--- src/rtl/scrambler_frame_ctrl.sv ---
// Frame controller for the 12-bit additive TX scrambler: raw header pass-through,
// LFSR-scrambled payload, per-frame reseed, frame counting and framing-error pulses.
module scrambler_frame_ctrl #(
    parameter int          HDR_LEN = 16,
    parameter logic [11:0] SEED    = 12'h14D,
    parameter int          CNT_W   = 16
) (
    input  logic             CLK_I,
    input  logic             RST_I,
    input  logic             SCR_EN_I,
    input  logic             S_VALID_I,
    output logic             S_READY_O,
    input  logic             S_BIT_I,
    input  logic             S_SOF_I,
    input  logic             S_EOF_I,
    output logic             M_VALID_O,
    input  logic             M_READY_I,
    output logic             M_BIT_O,
    output logic             M_SOF_O,
    output logic             M_EOF_O,
    output logic             BUSY_O,
    output logic [CNT_W-1:0] FRAME_CNT_O,
    output logic             ERR_O
);

    typedef enum logic [1:0] {
        ST_IDLE = 2'd0,
        ST_HDR  = 2'd1,
        ST_PAY  = 2'd2
    } state_t;

    localparam logic [7:0] HDR_LAST = 8'(HDR_LEN);

    function automatic logic lfsr_fb(input logic [11:0] q);
        return q[10] ^ q[3] ^ q[0];
    endfunction

    state_t             r_state;
    state_t             w_state_nxt;
    logic [11:0]        r_lfsr;
    logic [11:0]        w_lfsr_nxt;
    logic [7:0]         r_hdr_cnt;
    logic [7:0]         w_hdr_nxt;
    logic [7:0]         w_hdr_inc;
    logic               r_scr_en;
    logic               w_scr_en_nxt;
    logic               w_fb;
    logic               w_in_xfer;
    logic               w_emit;
    logic               w_out_bit;
    logic               w_err;
    logic               w_cnt_inc;
    logic               r_m_valid;
    logic               r_m_bit;
    logic               r_m_sof;
    logic               r_m_eof;
    logic               r_err;
    logic [CNT_W-1:0]   r_frame_cnt;

    assign w_fb      = lfsr_fb(r_lfsr);
    assign w_hdr_inc = r_hdr_cnt + 8'd1;
    assign S_READY_O = !r_m_valid | M_READY_I;
    assign w_in_xfer = S_VALID_I & S_READY_O;

    // Next-state, keystream and output-bit decode for the accepted input bit.
    always_comb begin
        w_state_nxt  = r_state;
        w_lfsr_nxt   = r_lfsr;
        w_hdr_nxt    = r_hdr_cnt;
        w_scr_en_nxt = r_scr_en;
        w_emit       = 1'b0;
        w_out_bit    = S_BIT_I;
        w_err        = 1'b0;
        w_cnt_inc    = 1'b0;
        if (w_in_xfer) begin
            if (S_SOF_I) begin
                // SOF always starts a fresh frame; mid-frame it also aborts the old one.
                w_err        = (r_state != ST_IDLE);
                w_lfsr_nxt   = SEED;
                w_scr_en_nxt = SCR_EN_I;
                w_emit       = 1'b1;
                if (S_EOF_I) begin
                    w_cnt_inc   = 1'b1;
                    w_hdr_nxt   = 8'd0;
                    w_state_nxt = ST_IDLE;
                end else begin
                    w_hdr_nxt   = 8'd1;
                    w_state_nxt = (HDR_LAST == 8'd1) ? ST_PAY : ST_HDR;
                end
            end else begin
                case (r_state)
                    ST_IDLE: begin
                        w_err = 1'b1;
                    end
                    ST_HDR: begin
                        w_emit    = 1'b1;
                        w_hdr_nxt = w_hdr_inc;
                        if (S_EOF_I) begin
                            w_err       = 1'b1;
                            w_cnt_inc   = 1'b1;
                            w_hdr_nxt   = 8'd0;
                            w_state_nxt = ST_IDLE;
                        end else if (w_hdr_inc == HDR_LAST) begin
                            w_state_nxt = ST_PAY;
                        end else begin
                            w_state_nxt = ST_HDR;
                        end
                    end
                    ST_PAY: begin
                        w_emit = 1'b1;
                        if (r_scr_en) begin
                            w_out_bit  = S_BIT_I ^ w_fb;
                            w_lfsr_nxt = {w_fb, r_lfsr[11:1]};
                        end else begin
                            w_out_bit  = S_BIT_I;
                        end
                        if (S_EOF_I) begin
                            w_cnt_inc   = 1'b1;
                            w_hdr_nxt   = 8'd0;
                            w_state_nxt = ST_IDLE;
                        end else begin
                            w_state_nxt = ST_PAY;
                        end
                    end
                    default: begin
                        w_state_nxt = ST_IDLE;
                        w_hdr_nxt   = 8'd0;
                    end
                endcase
            end
        end else begin
            w_emit = 1'b0;
        end
    end

    // Frame state, LFSR, header counter and latched scramble enable.
    always_ff @(posedge CLK_I) begin
        if (RST_I) begin
            r_state   <= ST_IDLE;
            r_lfsr    <= SEED;
            r_hdr_cnt <= 8'd0;
            r_scr_en  <= 1'b0;
        end else begin
            r_state   <= w_state_nxt;
            r_lfsr    <= w_lfsr_nxt;
            r_hdr_cnt <= w_hdr_nxt;
            r_scr_en  <= w_scr_en_nxt;
        end
    end

    // Output skid register; contents only change on a new accepted bit.
    always_ff @(posedge CLK_I) begin
        if (RST_I) begin
            r_m_valid <= 1'b0;
            r_m_bit   <= 1'b0;
            r_m_sof   <= 1'b0;
            r_m_eof   <= 1'b0;
        end else if (w_emit) begin
            r_m_valid <= 1'b1;
            r_m_bit   <= w_out_bit;
            r_m_sof   <= S_SOF_I;
            r_m_eof   <= S_EOF_I;
        end else if (M_READY_I) begin
            r_m_valid <= 1'b0;
        end else begin
            r_m_valid <= r_m_valid;
        end
    end

    // Frame counter and one-cycle error pulse.
    always_ff @(posedge CLK_I) begin
        if (RST_I) begin
            r_frame_cnt <= '0;
            r_err       <= 1'b0;
        end else begin
            r_err <= w_err;
            if (w_cnt_inc) begin
                r_frame_cnt <= r_frame_cnt + {{(CNT_W-1){1'b0}}, 1'b1};
            end else begin
                r_frame_cnt <= r_frame_cnt;
            end
        end
    end

    assign M_VALID_O   = r_m_valid;
    assign M_BIT_O     = r_m_bit;
    assign M_SOF_O     = r_m_sof;
    assign M_EOF_O     = r_m_eof;
    assign BUSY_O      = (r_state != ST_IDLE);
    assign FRAME_CNT_O = r_frame_cnt;
    assign ERR_O       = r_err;

endmodule

--- config.mk ---
export PLATFORM = sky130hd
export DESIGN_NAME = scrambler_frame_ctrl
export DESIGN_NICKNAME = d
export VERILOG_FILES = /design/src/rtl/scrambler_frame_ctrl.sv
export SDC_FILE = /design/constraint.sdc
export NUM_CORES = 1
export LEC_CHECK = 0
export CAP_MARGIN = 5
export CORE_MARGIN = 4
export CORE_UTILIZATION = 51
export CTS_CLUSTER_DIAMETER = 40
export CTS_CLUSTER_SIZE = 10
export DETAILED_ROUTE_END_ITERATION = 16
export PLACE_DENSITY = 0.72
export SYNTH_ARGS = -nofsm -noshare
export SYNTH_HDL_FRONTEND = slang
export SYNTH_SLANG_ARGS = --single-unit
--- constraint.sdc ---
create_clock -name CLK_I -period 1.95 [get_ports CLK_I]
set_input_delay 0.195 -clock CLK_I [delete_from_list [all_inputs] [get_ports CLK_I]]
set_output_delay 0.195 -clock CLK_I [all_outputs]
set_load 0.03 [all_outputs]
==> results by group, run 1 <==
Synthesis
  • Syn Inst Count: 255
  • Area fraction in compound gates after synthesis: 0.144
  • Synth Area in Simple Gates: 0.285
  • Ys flop type: dfxtp_1
  • Synth warn: 0
  • Synth Cell Area: 0.00228 mm²
  • Post-synthesis adder-cell area fraction: 0.0329
  • EDFF count, synth: 0
  • Register area share after synthesis: 0.386
  • Seq cells post-synth: 44
  • Portion of netlist area occupied by mux cells: 0.0307
  • Synth Area in XOR/XNOR: 0.0641
  • Largest family of logic cells by synthesized area: simple AND/OR/NAND/NOR gates
  • Syn_nets: 269
  • Mean Syn Cell Area: 8.95 µm²
  • Synth async-reset ratio: 0
  • Synth cell types: 51

Global routing
  • Initial antenna violation count: 0
  • Global route total overflow: 0
  • GRT Total Usage: 0.192
  • Largest net degree at the start of global routing: 26
  • First-pass GRT wire length: 8420 µm
  • Vias in the first global route: 1849

Route
  • Vias per cell: 5.56
  • Routed WL: 4920 µm
  • Avg WL per Cell: 14.0 µm
  • Initial drt markers: 125
  • Initial DRT Pass Iterations: 4
  • Detail Route Antenna Nets: 0
  • Via count: 1953
  • DRC Markers: 0

Finish
  • NumNets Final: 312
  • Antenna diode count: 0
  • Syn-to-layout area delta: 24.1%
  • # fillers: 368
  • Layout cells sized above 1: 0.161

Clock network
  • Clock H-tree levels: 2
  • Reg clk slew, reported paths: 0.09 ns
  • Clk Latency, worst-skew pair: 0.30 ns
  • Clock Tree Buf Depth: 2
  • CTS tree: yes
  • # hold bufs at CTS: 0
  • Clk Tree Root Cell: clkbuf_8
  • Sink Count: 44
  • Num CTS Buffers: 5

Critical path
  • Critical path's top delay family: buffers and inverters
  • Worst path depth: 3
  • Crit path top cell by count: clkdlybuf4s50_1
  • Required time worst endpoint: 1.75 ns
  • Worst R2R Setup Slack: 0.10 ns
  • CP Data Arrival Time: 1.66 ns
  • CP Max Fanout: 7
  • R2r startpoint: r_state[0]
  • Max stage delay on crit path: 0.73 ns
  • Worst Path Buf+Inv: 2
  • Slowest CP cell: clkdlybuf4s50_1
  • Reg2reg end: FRAME_CNT_O[14]
  • CP startpoint kind: input pin
  • Crit path kind: in2out
  • Reg2reg path depth: 8
  • Worst path cell trace: clkdlybuf4s50_1, nand2b_1, clkdlybuf4s50_1
  • Crit path capture type: primary output

Power and ir drop
  • Leakage: 0.00108 µW
  • Pwr Density: 647 mW/mm²
  • Max rail drop VDD: 0.321 mV

Timing
  • Endpoints failing hold: 0
  • Fmax: 539 MHz
  • Slew Viols, Final: 0
  • Setup Total Neg Slack: 0 ns
  • Post-route minimum period: 1.86 ns
  • Final setup violation count: 0
  • Slew headroom: 0.628
  • Worst slew pin tran: 0.552 ns
  • Hold Slack: 0.464 ns
  • Unrepaired setup endpoints after global routing: no
  • Clock Skews: 0.00679 ns
  • Final period util: 0.952

Floorplan
  • Starting density of the core: 0.524
  • Number of placement rows: 24
  • Die Y: 74.9 µm
  • Ports: 31
  • Die Wd: 74.9 µm
  • Core area: 0.00435 mm²
  • Die area: 0.00561 mm²

Placement
  • Number of port buffers: 30
  • HPWL after DPL: 3480 µm
  • Final GP Congestion: 0.788

Min path
  • Hold path endpoint: M_SOF_O
  • Hold_sp: M_SOF_O
  • Hold depth: 2
  • HP Class: reg2reg

Job
  • Maxcap violations: 0

Status
  • Status: finished clean
==> per-stage QoR <==
step | std cells | setup WS [ns] | util | area, µm² | power [µW]
after global routing | 351 | 0.0158 | 0.651 | 2830 | 1910
final | 351 | 0.0934 | 0.651 | 2830 | 1830
after CTS | 351 | 0.0843 | 0.649 | 2830 | 1850
after floorplan | 255 | 0.218 | - | 2280 | 1020
after global placement | 343 | 0.000305 | 0.622 | 2710 | 1090
after detailed placement | 343 | 0.000437 | 0.622 | 2710 | 1090
==> synth_stat cells (3+ instances only) <==
library cell / instances / area, µm²
a21oi_1: 19 / 95.1
nand2b_1: 3 / 18.8
nand2_1: 20 / 75.1
nor2_1: 28 / 105
or3_1: 4 / 25.0
xnor2_1: 10 / 87.6
xor2_1: 4 / 35.0
nor3_1: 11 / 55.1
o21ai_0: 8 / 40.0
a22oi_1: 6 / 45.0
nor3_2: 6 / 60.1
nand3_1: 9 / 45.0
buf_2: 5 / 25.0
nand4_1: 7 / 43.8
and3_1: 5 / 31.3
inv_1: 11 / 41.3
mux2i_1: 7 / 70.1
clkbuf_1: 4 / 15.0
dfxtp_1: 44 / 881
ha_1: 6 / 75.1
==> layout make-up <==
cell class / count / area [µm²] / area share
tap: 52 / 65.1 / 0.0230
inverter: 11 / 41.3 / 0.0146
sequential: 44 / 881 / 0.311
clock buffer: 6 / 82.6 / 0.0292
clock inverter: 2 / 38.8 / 0.0137
multi-input combinational: 186 / 1270 / 0.450
timing repair buffer: 50 / 449 / 0.159
==> worst reg2reg max path, cell delays in order (launching register included) <==
cell and delay, ns:
dfxtp_1 0.38, inv_1 0.08, ha_1 0.32, o21a_4 0.17, nand4_4 0.16, buf_4 0.19
nor4_4 0.25, xnor2_1 0.15, nor2_1 0.05
==> per-layer routing <==
layer / global-route usage / up-vias / share of wire
li1: - / 985 / -
met1: 0.264 / 924 / 0.49
met2: 0.293 / 40 / 0.45
met3: 0.0494 / 4 / 0.051
met4: 0.0652 / 0 / 0.0089
met5: 0 / - / 0
==> layout by cell type, fill, tap and decap left out, drive strengths merged, types with 3 or more instances in the layout <==
cell	Yosys	final
nand2	22	22
xor2	4	4
clkbuf	5	6
clkdlybuf4s50	0	29
or3	4	4
nand3	10	10
nor3	17	17
nand4	8	8
o21ai	10	10
mux2i	7	7
and3	6	6
xnor2	10	10
nor2	29	29
nand2b	3	3
ha	6	6
a22oi	6	6
dfxtp	44	44
inv	11	11
nor4	3	3
a21oi	19	19
buf	9	20
==> flip-flops by register name, summed over array words and instances (netlist names) <==
signal       flops
r_hdr_cnt        8
M_SOF_O          1
M_BIT_O          1
M_VALID_O        1
r_scr_en         1
M_EOF_O          1
FRAME_CNT_O     16
ERR_O            1
r_state          2
r_lfsr          12
==> power breakdown <==
part	internal, µW	switching, µW
logic	66.2	91.8
clock network	419	341
registers	908	7.02
total	1390	439
==> worst max-delay path by stage <==
stage	startpoint	endpoint
floorplan	r_hdr_cnt[1]	r_state[0]
global placement	S_SOF_I	r_hdr_cnt[3]
detailed placement	M_READY_I	r_hdr_cnt[3]
CTS	M_READY_I	S_READY_O
global route	r_state[1]	FRAME_CNT_O[6]
finish	M_READY_I	S_READY_O
==> cells by family after synthesis <==
group | Yosys count
AO/OA/AOI/OAI | 47
XOR/XNOR | 15
adder cells (fa/ha/maj) | 6
buffers and inverters | 25
flip-flops | 44
multiplexers | 7
AND/OR/NAND/NOR | 111
==> what timing repair did <==
item / in CTS / in global routing
endpoints found under the setup margin: 1 / 1
resized for setup: 1 / 1
setup buffers: 0 / 0
Power figures use the tool's default switching activity.
==> run 2: changes to the inputs <==
--- a/config.mk
+++ b/config.mk
@@ -7,7 +7,7 @@
 export LEC_CHECK = 0
 export CAP_MARGIN = 5
 export CORE_MARGIN = 4
-export CORE_UTILIZATION = 51
+export CORE_UTILIZATION = 49
 export CTS_CLUSTER_DIAMETER = 40
 export CTS_CLUSTER_SIZE = 10
 export DETAILED_ROUTE_END_ITERATION = 16
==> constraint.sdc (replaced) <==
create_clock -name CLK_I -period 1.55 [get_ports CLK_I]
set_input_delay 0.155 -clock CLK_I [delete_from_list [all_inputs] [get_ports CLK_I]]
set_output_delay 0.155 -clock CLK_I [all_outputs]
set_load 0.03 [all_outputs]
==> run 2 against run 1 <==
Cell count up 11%. Hold slack worse by 0.0082 ns. The flow now finishes with violations (negative setup slack). Register-to-register slack worse by 0.35 ns. Core utilization up 11 points. Via count up 14%. Cell area up 20%. Combinational power up 66%. Largest power group unchanged.
==> results by group, run 2 (synthesis gave the netlist of run 1 again) <==
Critical path
  • Worst R2R Setup Slack: -0.25 ns (-0.35 ns)
  • Critical path's top delay family: simple AND/OR/NAND/NOR gates
  • Reg2reg end: r_hdr_cnt[5]
  • Reg2reg path depth: 8 (unchanged)
  • Crit path kind: reg2reg
  • CP Max Fanout: 6 (-1)
  • CP startpoint kind: flop
  • Max stage delay on crit path: 0.37 ns (-0.36 ns)
  • Worst path cell trace: buf_4, ha_4, or3b_1, nand4_1, buf_6, nor2_4, nand4_1, a21oi_1
  • Crit path capture type: flop
  • Crit path top cell by count: nand4_1
  • R2r startpoint: r_state[1]
  • Worst Path Buf+Inv: 2 (unchanged)
  • Slowest CP cell: dfxtp_4
  • CP Data Arrival Time: 2.01 ns (+0.35 ns)
  • Required time worst endpoint: 1.76 ns (about the same)

Job
  • Maxcap violations: 0 (unchanged)

Min path
  • Hold_sp: SCR_EN_I
  • Hold path endpoint: r_scr_en
  • Hold depth: 3 (+1)
  • HP Class: in2reg

Placement
  • DP Worst Slack: -0.340 ns (-0.340 ns)
  • Number of port buffers: 30 (unchanged)
  • HPWL after DPL: 3930 µm (+13%)
  • Final GP Congestion: 0.804 (+2.1%)
  • Dpl cell area: 0.00298 mm² (+9.9%)

Clock network
  • Num CTS Buffers: 5 (unchanged)
  • Clk Latency, worst-skew pair: 0.30 ns (about the same)
  • CTS tree: yes
  • # hold bufs at CTS: 0 (unchanged)
  • Reg clk slew, reported paths: 0.09 ns (about the same)
  • Clock H-tree levels: 2 (unchanged)
  • Clock Tree Buf Depth: 2 (unchanged)
  • Sink Count: 44 (unchanged)
  • Clk Tree Root Cell: clkbuf_8

Finish
  • Max reg flops: 16 (unchanged)
  • Seq. cell area: 903 µm² (+2.6%)
  • Layout cells sized above 1: 0.366 (+0.205)
  • Syn-to-layout area delta: 49.0%
  • Most frequent cells in the layout: buf_4 (52), dfxtp_1 (30), nor2_1 (27)
  • Antenna diode count: 0 (unchanged)
  • Design area: 0.00340 mm² (+20%)
  • # fillers: 297 (-19%)
  • Leading cell type in the layout, fill and taps excluded: buf_4
  • NumNets Final: 352 (+13%)
  • Multi-input logic area: 0.00149 mm² (+17%)
  • Fin util: 0.765 (+0.115)

Global routing
  • Busiest grt layer: met2
  • Met3 usage in global routing: 0.0426 (-0.00685)
  • Largest net degree at the start of global routing: 43 (+65%)
  • Global route total overflow: 0 (unchanged)
  • GRT met1 Usage: 0.264 (-0.000374)
  • First-pass GRT wire length: 9920 µm (+18%)
  • Grt met2 use: 0.345 (+0.0523)
  • Initial antenna violation count: 0 (unchanged)
  • GRT Total Usage: 0.206 (+0.0134)
  • Vias in the first global route: 2141 (+16%)

Floorplan
  • Die Wd: 76.3 µm (+1.8%)
  • Number of placement rows: 24 (unchanged)
  • Die area: 0.00582 mm² (+3.7%)
  • Ports: 31 (unchanged)
  • Die Y: 76.3 µm (+1.8%)
  • Core area: 0.00444 mm² (+2.1%)
  • Starting density of the core: 0.514 (-0.0106)

Timing
  • Post-route minimum period: 1.80 ns
  • Setup Total Neg Slack: -2.68 ns (-2.68 ns)
  • Worst slew pin tran: 0.384 ns (-0.168 ns)
  • Clock Skews: 0.0105 ns (+0.00374 ns)
  • Slew Viols, Final: 0 (unchanged)
  • Endpoints failing hold: 0 (unchanged)
  • Final period util: 1.16
  • Hold Slack: 0.456 ns (-0.00825 ns)
  • Setup ws final: -0.247 ns (-0.340 ns)
  • Slew headroom: 0.743 (+0.116)
  • Unrepaired setup endpoints after global routing: yes
  • Final setup violation count: 21 (+21)
  • Fmax: 557 MHz

Status
  • Failing checks: negative setup slack
  • Status: complete, but fails checks

Route
  • Routed WL: 6580 µm (+34%)
  • Via count: 2230 (+14%)
  • Initial drt markers: 175 (+40%)
  • Vias per cell: 5.70 (+2.5%)
  • DRC Markers: 0 (unchanged)
  • Detail Route Antenna Nets: 0 (unchanged)
  • Initial DRT Pass Iterations: 4 (unchanged)
  • Avg WL per Cell: 16.8 µm (+20%)

Power and ir drop
  • Pwr Density: 688 mW/mm² (+6.3%)
  • Max rail drop VDD: 0.567 mV (+76%)
  • Leakage: 0.00153 µW (+41%)
run 2: worst reg2reg max path: cells and delay by family, from the launching register on:
kind,cells,cell delay [ns]
AO/OA/AOI/OAI,1,0.23
flip-flops,1,0.37
buffers and inverters,2,0.34
AND/OR/NAND/NOR,4,0.61
adder cells (fa/ha/maj),1,0.16
run 2: cell type report:
| class | instances | share of cell area |
|---|---|---|
| flip-flops and latches | 44 | 0.266 |
| clock buffers | 6 | 0.0243 |
| clock inverters | 2 | 0.0114 |
| well taps | 52 | 0.0191 |
| repair buffers | 89 | 0.228 |
| inverters | 11 | 0.0136 |
| multi-input cells | 187 | 0.438 |
run 2: power breakdown:
group / internal, µW / total (µW) / switching [µW]
registers: 1140 / 1150 / 11.0
clock network: 527 / 927 / 400
logic: 120 / 262 / 143
run 2: worst max-delay path by stage:
stage / from / to / slack (ns) / depth (start not counted)
after floorplan: r_state[0] / FRAME_CNT_O[14] / -0.09 / 8
after global placement: M_READY_I / FRAME_CNT_O[10] / -0.27 / 6
after detailed placement: S_SOF_I / r_hdr_cnt[5] / -0.34 / 8
after CTS: r_hdr_cnt[0] / r_state[1] / -0.14 / 6
after global routing: r_state[1] / r_hdr_cnt[5] / -0.30 / 8
final: r_state[1] / r_hdr_cnt[5] / -0.25 / 8
run 2: per-layer routing:
| layer | vias to the layer above | wire length, µm |
|---|---|---|
| li1 | 1075 | - |
| met1 | 1068 | 2860 |
| met2 | 67 | 3230 |
| met3 | 20 | 286 |
| met4 | 0 | 200 |
| met5 | - | 0 |
run 2: what timing repair did:
action                                  CTS  global route
endpoints found under the setup margin   35            37
gates cloned                              2             0
resized for setup                        30            38
buffers inserted                          3             6
pin swaps                                11            18
run 2: through the flow:
step | std cells | power [µW]
detailed placement | 372 | 1410
floorplan | 255 | 1290
CTS | 385 | 2350
global route | 391 | 2420
finish | 391 | 2340
global placement | 372 | 1410
